<file path="config.mk">
export PLATFORM = sky130hd
export DESIGN_NAME = kernel_filter_flat
export DESIGN_NICKNAME = d
export VERILOG_FILES = /design/src/rtl/kernel_filter_if.sv /design/src/rtl/kernel_filter.sv /design/src/flat_wrapper.sv
export SDC_FILE = /design/constraint.sdc
export NUM_CORES = 1
export LEC_CHECK = 0
export ABC_AREA = 1
export CAP_MARGIN = 20
export CORE_MARGIN = 4
export CORE_UTILIZATION = 43
export DETAILED_ROUTE_END_ITERATION = 8
export SLEW_MARGIN = 20
export SYNTH_ARGS = -nofsm -noshare
export SYNTH_HDL_FRONTEND = slang
export SYNTH_SLANG_ARGS = --single-unit
</file>
<file path="constraint.sdc">
create_clock -name clk_in -period 9.2 [get_ports clk_in]
set_clock_uncertainty 0.05 [all_clocks]
set_input_delay 1.38 -clock clk_in [delete_from_list [all_inputs] [get_ports clk_in]]
set_output_delay 1.38 -clock clk_in [all_outputs]
set_load 0.01 [all_outputs]
</file>
<file path="src/rtl/kernel_filter_if.sv">
// Pixel/column stream bundle: payload, coordinates and a valid strobe.
// There is no backpressure, so the bundle has no ready.
//   data    payload: DataW bits (a 3-pixel column in, or one pixel out)
//   hcount  x coordinate, 11 bits
//   vcount  y coordinate, 10 bits
//   valid   payload and coordinates are meaningful this cycle
// The master drives every signal; the slave only samples them.
interface kernel_filter_if #(
  parameter int unsigned DataW = 8
);
  logic [DataW-1:0] data;
  logic [10:0]      hcount;
  logic [9:0]       vcount;
  logic             valid;

  modport master (output data, hcount, vcount, valid);
  modport slave  (input  data, hcount, vcount, valid);
endinterface

</file>
<file path="src/rtl/kernel_filter.sv">
// 3x3 window filter on the line-buffer column stream.
// Each accepted column shifts into a 3x3 window and produces one pixel three cycles later.
// Available filters: passthrough, Gaussian blur or Sobel magnitude.
//   clk_in    system clock, posedge
//   rst_n_in  synchronous active-low reset
//   mode_in   0 passthrough, 1 Gaussian, 2 Sobel, 3 passthrough
//             mode_in is latched on the (0,0) column.
//   col_in    column stream, data = {row y-1, row y, row y+1} (row y-1 in the top byte)
//   pix_out   filtered pixel stream
// Pipeline stages:
//   S1  window shift and coordinate capture
//   S2  weighted sums
//   S3  abs/saturate/border/select
module kernel_filter #(
  parameter int unsigned HRES = 640,
  parameter int unsigned VRES = 360
) (
  input  logic            clk_in,
  input  logic            rst_n_in,
  input  logic [1:0]      mode_in,
  kernel_filter_if.slave  col_in,
  kernel_filter_if.master pix_out
);
  localparam logic [10:0] HMax = 11'(HRES - 1);
  localparam logic [9:0]  VMax = 10'(VRES - 1);

  // S1: window indexed [col][row]; col 0 is the oldest (left) column, row 2 is the top row.
  logic [2:0][2:0][7:0] win_d, win_q;
  logic        s1_valid_d, s1_valid_q;
  logic [10:0] s1_h_d, s1_h_q;
  logic [9:0]  s1_v_d, s1_v_q;
  logic [1:0]  s1_mode_d, s1_mode_q;
  logic [9:0]  prev_v_d, prev_v_q;
  logic [1:0]  mode_d, mode_q;
  // S2
  logic        s2_valid_d, s2_valid_q;
  logic [10:0] s2_h_d, s2_h_q;
  logic [9:0]  s2_v_d, s2_v_q;
  logic [1:0]  s2_mode_d, s2_mode_q;
  logic [7:0]  s2_center_d, s2_center_q;
  logic [11:0] s2_gsum_d, s2_gsum_q;
  logic [10:0] s2_gx_d, s2_gx_q;
  logic [10:0] s2_gy_d, s2_gy_q;
  // S3
  logic        out_valid_d, out_valid_q;
  logic [10:0] out_h_d, out_h_q;
  logic [9:0]  out_v_d, out_v_q;
  logic [7:0]  out_pix_d, out_pix_q;

  logic [2:0][7:0] col_data;
  logic            frame_start;
  logic [9:0]      lsum, csum, rsum, tsum, bsum;
  logic [10:0]     abs_gx, abs_gy;
  logic [11:0]     mag;
  logic            border;

  assign col_data = col_in.data;

  // Computes a + 2b + c without overflow.
  function automatic logic [9:0] wsum(input logic [7:0] a, input logic [7:0] b,
                                      input logic [7:0] c);
    return 10'(a) + {1'b0, b, 1'b0} + 10'(c);
  endfunction

  always_comb begin
    win_d      = win_q;
    s1_valid_d = 1'b0;
    s1_h_d     = s1_h_q;
    s1_v_d     = s1_v_q;
    s1_mode_d  = s1_mode_q;
    prev_v_d   = prev_v_q;
    mode_d     = mode_q;

    frame_start = col_in.valid && (col_in.hcount == '0) && (col_in.vcount == '0);

    if (col_in.valid) begin
      win_d      = {col_data, win_q[2], win_q[1]};
      s1_valid_d = 1'b1;
      mode_d     = frame_start ? mode_in : mode_q;
      s1_mode_d  = frame_start ? mode_in : mode_q;
      // Column x=0 completes the last window of the previous line.
      if (col_in.hcount == '0) begin
        s1_h_d = HMax;
        s1_v_d = prev_v_q;
      end else begin
        s1_h_d = col_in.hcount - 11'd1;
        s1_v_d = col_in.vcount;
      end
      prev_v_d = col_in.vcount;
    end
  end

  always_comb begin
    lsum = wsum(win_q[0][2], win_q[0][1], win_q[0][0]);
    csum = wsum(win_q[1][2], win_q[1][1], win_q[1][0]);
    rsum = wsum(win_q[2][2], win_q[2][1], win_q[2][0]);
    tsum = wsum(win_q[0][2], win_q[1][2], win_q[2][2]);
    bsum = wsum(win_q[0][0], win_q[1][0], win_q[2][0]);

    s2_valid_d  = s1_valid_q;
    s2_h_d      = s1_h_q;
    s2_v_d      = s1_v_q;
    s2_mode_d   = s1_mode_q;
    s2_center_d = win_q[1][1];
    s2_gsum_d   = {2'b00, lsum} + {1'b0, csum, 1'b0} + {2'b00, rsum};
    s2_gx_d     = {1'b0, rsum} - {1'b0, lsum};
    s2_gy_d     = {1'b0, tsum} - {1'b0, bsum};
  end

  always_comb begin
    abs_gx = s2_gx_q[10] ? (~s2_gx_q + 11'd1) : s2_gx_q;
    abs_gy = s2_gy_q[10] ? (~s2_gy_q + 11'd1) : s2_gy_q;
    mag    = {1'b0, abs_gx} + {1'b0, abs_gy};
    border = (s2_h_q == '0) || (s2_h_q == HMax) || (s2_v_q == '0) || (s2_v_q == VMax);

    out_valid_d = s2_valid_q;
    out_h_d     = s2_h_q;
    out_v_d     = s2_v_q;
    case (s2_mode_q)
      2'd1:    out_pix_d = border ? 8'd0 : 8'(s2_gsum_q >> 4);
      2'd2:    out_pix_d = border ? 8'd0 : ((mag > 12'd255) ? 8'd255 : mag[7:0]);
      default: out_pix_d = s2_center_q;
    endcase
  end

  always_ff @(posedge clk_in) begin
    if (!rst_n_in) begin
      win_q       <= '0;
      s1_valid_q  <= 1'b0;
      s1_h_q      <= '0;
      s1_v_q      <= '0;
      s1_mode_q   <= '0;
      prev_v_q    <= '0;
      mode_q      <= '0;
      s2_valid_q  <= 1'b0;
      s2_h_q      <= '0;
      s2_v_q      <= '0;
      s2_mode_q   <= '0;
      s2_center_q <= '0;
      s2_gsum_q   <= '0;
      s2_gx_q     <= '0;
      s2_gy_q     <= '0;
      out_valid_q <= 1'b0;
      out_h_q     <= '0;
      out_v_q     <= '0;
      out_pix_q   <= '0;
    end else begin
      win_q       <= win_d;
      s1_valid_q  <= s1_valid_d;
      s1_h_q      <= s1_h_d;
      s1_v_q      <= s1_v_d;
      s1_mode_q   <= s1_mode_d;
      prev_v_q    <= prev_v_d;
      mode_q      <= mode_d;
      s2_valid_q  <= s2_valid_d;
      s2_h_q      <= s2_h_d;
      s2_v_q      <= s2_v_d;
      s2_mode_q   <= s2_mode_d;
      s2_center_q <= s2_center_d;
      s2_gsum_q   <= s2_gsum_d;
      s2_gx_q     <= s2_gx_d;
      s2_gy_q     <= s2_gy_d;
      out_valid_q <= out_valid_d;
      out_h_q     <= out_h_d;
      out_v_q     <= out_v_d;
      out_pix_q   <= out_pix_d;
    end
  end

  assign pix_out.data   = out_pix_q;
  assign pix_out.hcount = out_h_q;
  assign pix_out.vcount = out_v_q;
  assign pix_out.valid  = out_valid_q;
endmodule

</file>
<file path="src/flat_wrapper.sv">
// flat-port wrapper written by rule: the top's interface ports become plain ports
module kernel_filter_flat 
#(
  parameter int unsigned HRES = 640,
  parameter int unsigned VRES = 360
)
  (clk_in, rst_n_in, mode_in, col_in_data, col_in_hcount, col_in_vcount, col_in_valid, pix_out_data, pix_out_hcount, pix_out_vcount, pix_out_valid);
  kernel_filter_if #(.DataW(24)) col_in_i ();
  kernel_filter_if #(.DataW(8)) pix_out_i ();
  input  logic clk_in;
  input  logic rst_n_in;
  input  logic [1:0] mode_in;
  input wire logic [$bits(col_in_i.data)-1:0] col_in_data;
  input wire logic [$bits(col_in_i.hcount)-1:0] col_in_hcount;
  input wire logic [$bits(col_in_i.vcount)-1:0] col_in_vcount;
  input wire logic [$bits(col_in_i.valid)-1:0] col_in_valid;
  output wire logic [$bits(pix_out_i.data)-1:0] pix_out_data;
  output wire logic [$bits(pix_out_i.hcount)-1:0] pix_out_hcount;
  output wire logic [$bits(pix_out_i.vcount)-1:0] pix_out_vcount;
  output wire logic [$bits(pix_out_i.valid)-1:0] pix_out_valid;
  assign col_in_i.data = col_in_data;
  assign col_in_i.hcount = col_in_hcount;
  assign col_in_i.vcount = col_in_vcount;
  assign col_in_i.valid = col_in_valid;
  assign pix_out_data = pix_out_i.data;
  assign pix_out_hcount = pix_out_i.hcount;
  assign pix_out_vcount = pix_out_i.vcount;
  assign pix_out_valid = pix_out_i.valid;
  kernel_filter #(.HRES(HRES), .VRES(VRES)) u_core (.clk_in(clk_in), .rst_n_in(rst_n_in), .mode_in(mode_in), .col_in(col_in_i), .pix_out(pix_out_i));
endmodule
</file>
-- Word level (Yosys, flattened, before mapping)
Index checks and enable logic that the tools add are counted.
- flip-flop bits (word level): 202
- input bits: 50
- logic and storage cells: 71
- $add $sub $neg: 18
- order comparisons: 1
- eq/ne operators: 4
- mux-type cells: 10
- bitwise logic cells: 2
- reduce and logical (&&, ||, !) cells: 10
- operators with widths (kind ; number):
    adder 10 x 8 -> 10 bit ; 5
    adder 8 x 9 -> 10 bit ; 5
    2-to-1 mux 11 bit ; 3
    2-to-1 mux 8 bit ; 3
    adder 11 x 1 -> 11 bit, second input constant ; 2
    zero test 11 bit ; 2
    NOT 11 bit ; 2
    subtractor 10 x 10 -> 11 bit ; 2
    zero test 10 bit ; 2
    one-hot mux 8 bit (2 select lines) ; 1
    adder 10 x 11 -> 12 bit ; 1
    adder 11 x 11 -> 12 bit ; 1
    adder 12 x 10 -> 12 bit ; 1
    greater-than comparator 12 x 8 -> 1 bit, second input constant ; 1
    == test 11 x 10 -> 1 bit, second input constant ; 1
    subtractor 11 x 1 -> 11 bit, second input constant ; 1
    == test 10 x 9 -> 1 bit, second input constant ; 1
    2-to-1 mux 10 bit ; 1
    logical OR 1 bit ; 3
    == test 2 x 1 -> 1 bit, second input constant ; 1
    == test 2 bit, second input constant ; 1
    logical AND 1 bit ; 2
    2-to-1 mux 2 bit ; 1
    AND reduction 2 bit ; 1
    2-to-1 mux 1 bit ; 1

-- Depth between registers and ports, before layout
- depth in word-level cells: 8
- mapped depth: 23

-- Least setup slack after synthesis
Ideal clock, no wire load.
- path type: register to register
- from: reg u_core.win_q[17] (netlist name)
- to: reg u_core.s2_gsum_q[11]
- library setup time: 0.058 ns
- arrival time: 3.685 ns
- required time: 9.092 ns
- path slack: 5.407 ns
- cell stages (with the launch flop): 24
- buffers on the path: 0
- period minus slack after synthesis: 3.793 ns
- cells stage by stage: dfxtp_1 -> fa_1 -> ha_1 -> fa_1 -> nand3_1 -> nand2_1 -> nand2_1 -> nand2_1 -> a21oi_1 -> inv_1 -> a21oi_1 -> inv_1 -> a21oi_1 -> inv_1 -> fa_1 -> ha_1 -> inv_1 -> nor3_1 -> nand4_1 -> nand4_1 -> nand2_1 -> inv_1 -> o21ai_0 -> inv_1
- longest elaborated chain between the ends: 4
- RTL lines (item ; RTL line ; text):
    from (decl) ; kernel_filter.sv:28 ; logic [2:0][2:0][7:0] win_d, win_q;
    from (signal assigned) ; kernel_filter.sv:148 ; win_q <= win_d;
    adder 8 x 9 -> 10 bit ; kernel_filter.sv:62 ; return 10'(a) + {1'b0, b, 1'b0} + 10'(c);
    adder 10 x 8 -> 10 bit ; kernel_filter.sv:62 ;
    adder 10 x 11 -> 12 bit ; kernel_filter.sv:105 ; s2_gsum_d = {2'b00, lsum} + {1'b0, csum, 1'b0} + {2'b00, rsum};
    adder 12 x 10 -> 12 bit ; kernel_filter.sv:105 ;
    to (signal assigned) ; kernel_filter.sv:160 ; s2_gsum_q <= s2_gsum_d;
    to (decl) ; kernel_filter.sv:41 ; logic [11:0] s2_gsum_d, s2_gsum_q;
No other way between the ends.
A chain may end at the register's enable or synchronous reset.

-- Final worst setup path
Same ends and word-level chain as after synthesis.

==> metrics <==
outcome complete, no violations; Levels on crit path 23; CP startpoint u_core.win_q[17]$_SDFFE_PN0P_; Tcrit/Tclk final 46.0%; Die ar. 27700 µm²; worst skew pair latency 440 ps; DR WL/cell 14.2 µm; Nets 1573; post-route ant nets 0; Power Density 278 nW/µm²; Clk pwr share 22.2%; placed cell area 11800 µm²; GPL Wtd Cong 0.827; number of port buffers 79; pin count of the biggest net entering global routing 102; worst slew pin tran 975 ps; post-synth top area share 36.8%; Final Max Slew Viols 0; post-cts sizing count 0; FF-to-FF setup slack 4970 ps; minimum clock period 4230 ps; core footprint 24500 µm²; Max-Cap Viols 0; Max VDD drop 0.228 mV; TritonCTS clock tree built; Lkg Pwr 6.06 nW; H-Tree Depth 4; Placed Instances 1686; syn nets 1516; CP required 9530 ps; Gate power share 48.1%; WHS Path Cells 2; vias per inst 4.91; CTS clk-pin slew, worst paths 90 ps; HP Class reg -> reg; fraction of registers with async set/reset 0%; setup violators final 0; fmax 236 MHz; area of the multi-input gates 5870 µm²; CTS Buf Count 17; cell depth of the worst flop-to-flop path 23; RR Startpoint u_core.win_q[17]$_SDFFE_PN0P_; clk sink count 198; first-pass GRT wire length 41.3 mm; worst path bufs/invs 6; Top delay family on crit path adder cells; Net Sw Frac 43.1%; crit path max fanout 4; HP Start u_core.s1_valid_q$_SDFF_PN0_; Final Hold Vio Count 0; Mapped Area 10800 µm²; CTS Hold Bufs 0; overall power 3.45 mW; largest cells by area after synthesis dfxtp_1 (37%), fa_1 (12%), ha_1 (8.8%); Net Sw Power 1.49 mW; post-detail-place hpwl 18.4 mm; initial antenna violation count 1; Seq/Total Area, Yosys 36.8%; FILL cells 2400; Avg Cell Area, Syn 8.14 µm²; Finished Cell Area 12400 µm²; FF+latch count, synth 198; top-level I/O count 80; critical path type reg -> reg; DRT Pass-1 Iters 5; Synth area leader dfxtp_1; total negative slack 0 ps; leading cell type in the layout, fill and taps excluded inv_1; clk root buf clkbuf_16; RSZ-0062 raised after global routing no; Final Core Density 50.8%; Netlist cell types 41; critical-path cell list fa_1, ha_1, fa_1, nand3_1, nand2_1, nand2_1, nand2_1, a21oi_1, inv_1, a21oi_1, inv_1, a21oi_1, inv_1, fa_1, ha_1, inv_1, nor3_1, nand4_1, nand4_1, nand2_1, inv_1, o21ai_0, inv_1; postcts setup bufs 0; Total Wirelength 24.4 mm; non-filler cells, final 1718; GRT Total Usage 18.0%; Arr. time, crit path 4570 ps; top_reg_cell synth dfxtp_1; layout cells sized above 1 4.16%; Die W 166 µm; drt first-iter violations 449; Reg power frac 29.8%; Max stage delay on crit path 440 ps; worst-case clock buffer depth 2; Slowest cell on crit path fa_1; Site Rows 57; CP endpoint kind register; antenna fix cells 0; Setup crit start kind register; post-route DRC violation count 0; Vias 8433; Die Y 166 µm; vias in the first global route 8379; Relative slew margins 34.9%; Synth Instances 1324; starting density of the core 44.1%; Area Overhead vs Synth 15.3%; number of synthesized flops with an enable pin 0; Most common cell on crit path inv_1; Worst Hold End u_core.out_valid_d$_SDFF_PN0_; P_int 1.96 mW; r2r endpoint u_core.s2_gsum_q[11]$_SDFF_PN0_; synth warn 0; commonest non-fill, non-tap cells in the layout inv_1 (203), nand2_1 (199), dfxtp_1 (198); GR Overflow Total 0; Seq. cell area 3960 µm²
-- final cells by class --
| class | count | share of cell area, % |
|---|---|---|
| Tap cell | 324 | 3.26 |
| Timing Repair Buffer | 82 | 6.48 |
| Sequential cell | 198 | 31.9 |
| Clock buffer | 17 | 3.42 |
| Multi-Input combinational cell | 876 | 47.2 |
| Inverter | 206 | 6.22 |
| Clock inverter | 15 | 1.57 |
-- power by group through the flow --
| stage | sequential, mW | combinational (mW) | clock [mW] |
|---|---|---|---|
| final | 1.03 | 1.66 | 0.765 |
| after detailed placement | 1.05 | 1.65 | 0 |
| after global routing | 1.04 | 1.92 | 0.817 |
| after floorplan | 1.03 | 1.27 | 0 |
| after CTS | 1.03 | 1.66 | 0.782 |
| after global placement | 1.04 | 1.63 | 0 |
-- synthesized netlist by cell type (all sizes together), types with 6 or more instances --
master / instances
nor3: 16
o21bai: 6
o21ai: 120
dfxtp: 198
fa: 66
xnor2: 11
nor2: 149
nand4: 8
clkbuf: 29
xor2: 31
nand3: 37
nand2: 202
buf: 15
ha: 76
inv: 205
a21oi: 105
o22ai: 22
-- worst reg2reg max path: stages, from the launching register on --
cell     delay [ps]
dfxtp_1         400
fa_1            440
ha_1            250
fa_1            410
nand3_1         120
nand2_1          60
nand2_1          80
nand2_1          60
a21oi_1         200
inv_1            60
a21oi_1         120
inv_1            50
a21oi_1         180
inv_1            80
fa_1            440
ha_1            360
inv_1            70
nor3_1          240
nand4_1         120
nand4_1         110
nand2_1          50
inv_1            60
o21ai_0          70
inv_1            80
-- sequential cells by signal (all words and copies together) (netlist names) --
| signal | count |
|---|---|
| u_core.pix_out.hcount | 11 |
| u_core.s2_center_q | 8 |
| u_core.s1_valid_q | 1 |
| u_core.s2_center_d | 8 |
| u_core.s2_gsum_q | 8 |
| u_core.out_h_d | 11 |
| u_core.s2_gx_q | 11 |
| u_core.s2_gy_q | 11 |
| u_core.s1_h_q | 11 |
| u_core.s1_v_q | 10 |
| u_core.pix_out.vcount | 10 |
| u_core.win_q | 64 |
| u_core.out_valid_d | 1 |
| u_core.s1_mode_q | 2 |
| u_core.pix_out.data | 8 |
| u_core.s2_mode_q | 2 |
| u_core.pix_out.valid | 1 |
| u_core.prev_v_q | 10 |
| u_core.out_v_d | 10 |
-- worst max-delay path by stage --
stage / to / slack (ps)
after floorplan: u_core.s2_gsum_q[11]$_SDFF_PN0_ / 5410
after global placement: u_core.s2_gsum_q[11]$_SDFF_PN0_ / 5110
after detailed placement: u_core.s2_gsum_q[11]$_SDFF_PN0_ / 5020
after CTS: u_core.s2_gsum_q[11]$_SDFF_PN0_ / 4980
after global routing: u_core.s2_gsum_q[11]$_SDFF_PN0_ / 4590
final: u_core.s2_gsum_q[11]$_SDFF_PN0_ / 4970
-- kinds of logic (layout without fill, tap and decap cells) --
| family | Yosys count | after routing | share of synthesized area, % |
|---|---|---|---|
| flops | 198 | 198 | 36.8 |
| buf+inv | 250 | 320 | 8.82 |
| simple gates | 419 | 419 | 16.0 |
| fa+ha+maj | 142 | 142 | 21.1 |
| compound gates | 273 | 273 | 13.9 |
| xor+xnor | 42 | 42 | 3.41 |
-- through the flow --
stage	hold WS (ps)	setup WS, ps
finish	370	4970
global route	394	4590
CTS	375	4980
detailed placement	354	5020
global placement	353	5110
floorplan	340	5410
-- per-layer routing --
metal / GRT usage [%] / part of all wire, % / vias up
met3: 2.38 / 3.2 / 15
met2: 29.2 / 45 / 142
met5: 0 / 0 / -
met1: 25.8 / 51 / 3928
met4: 3.95 / 0.88 / 0
li1: - / - / 4348
(Power assumes the default switching activity.)
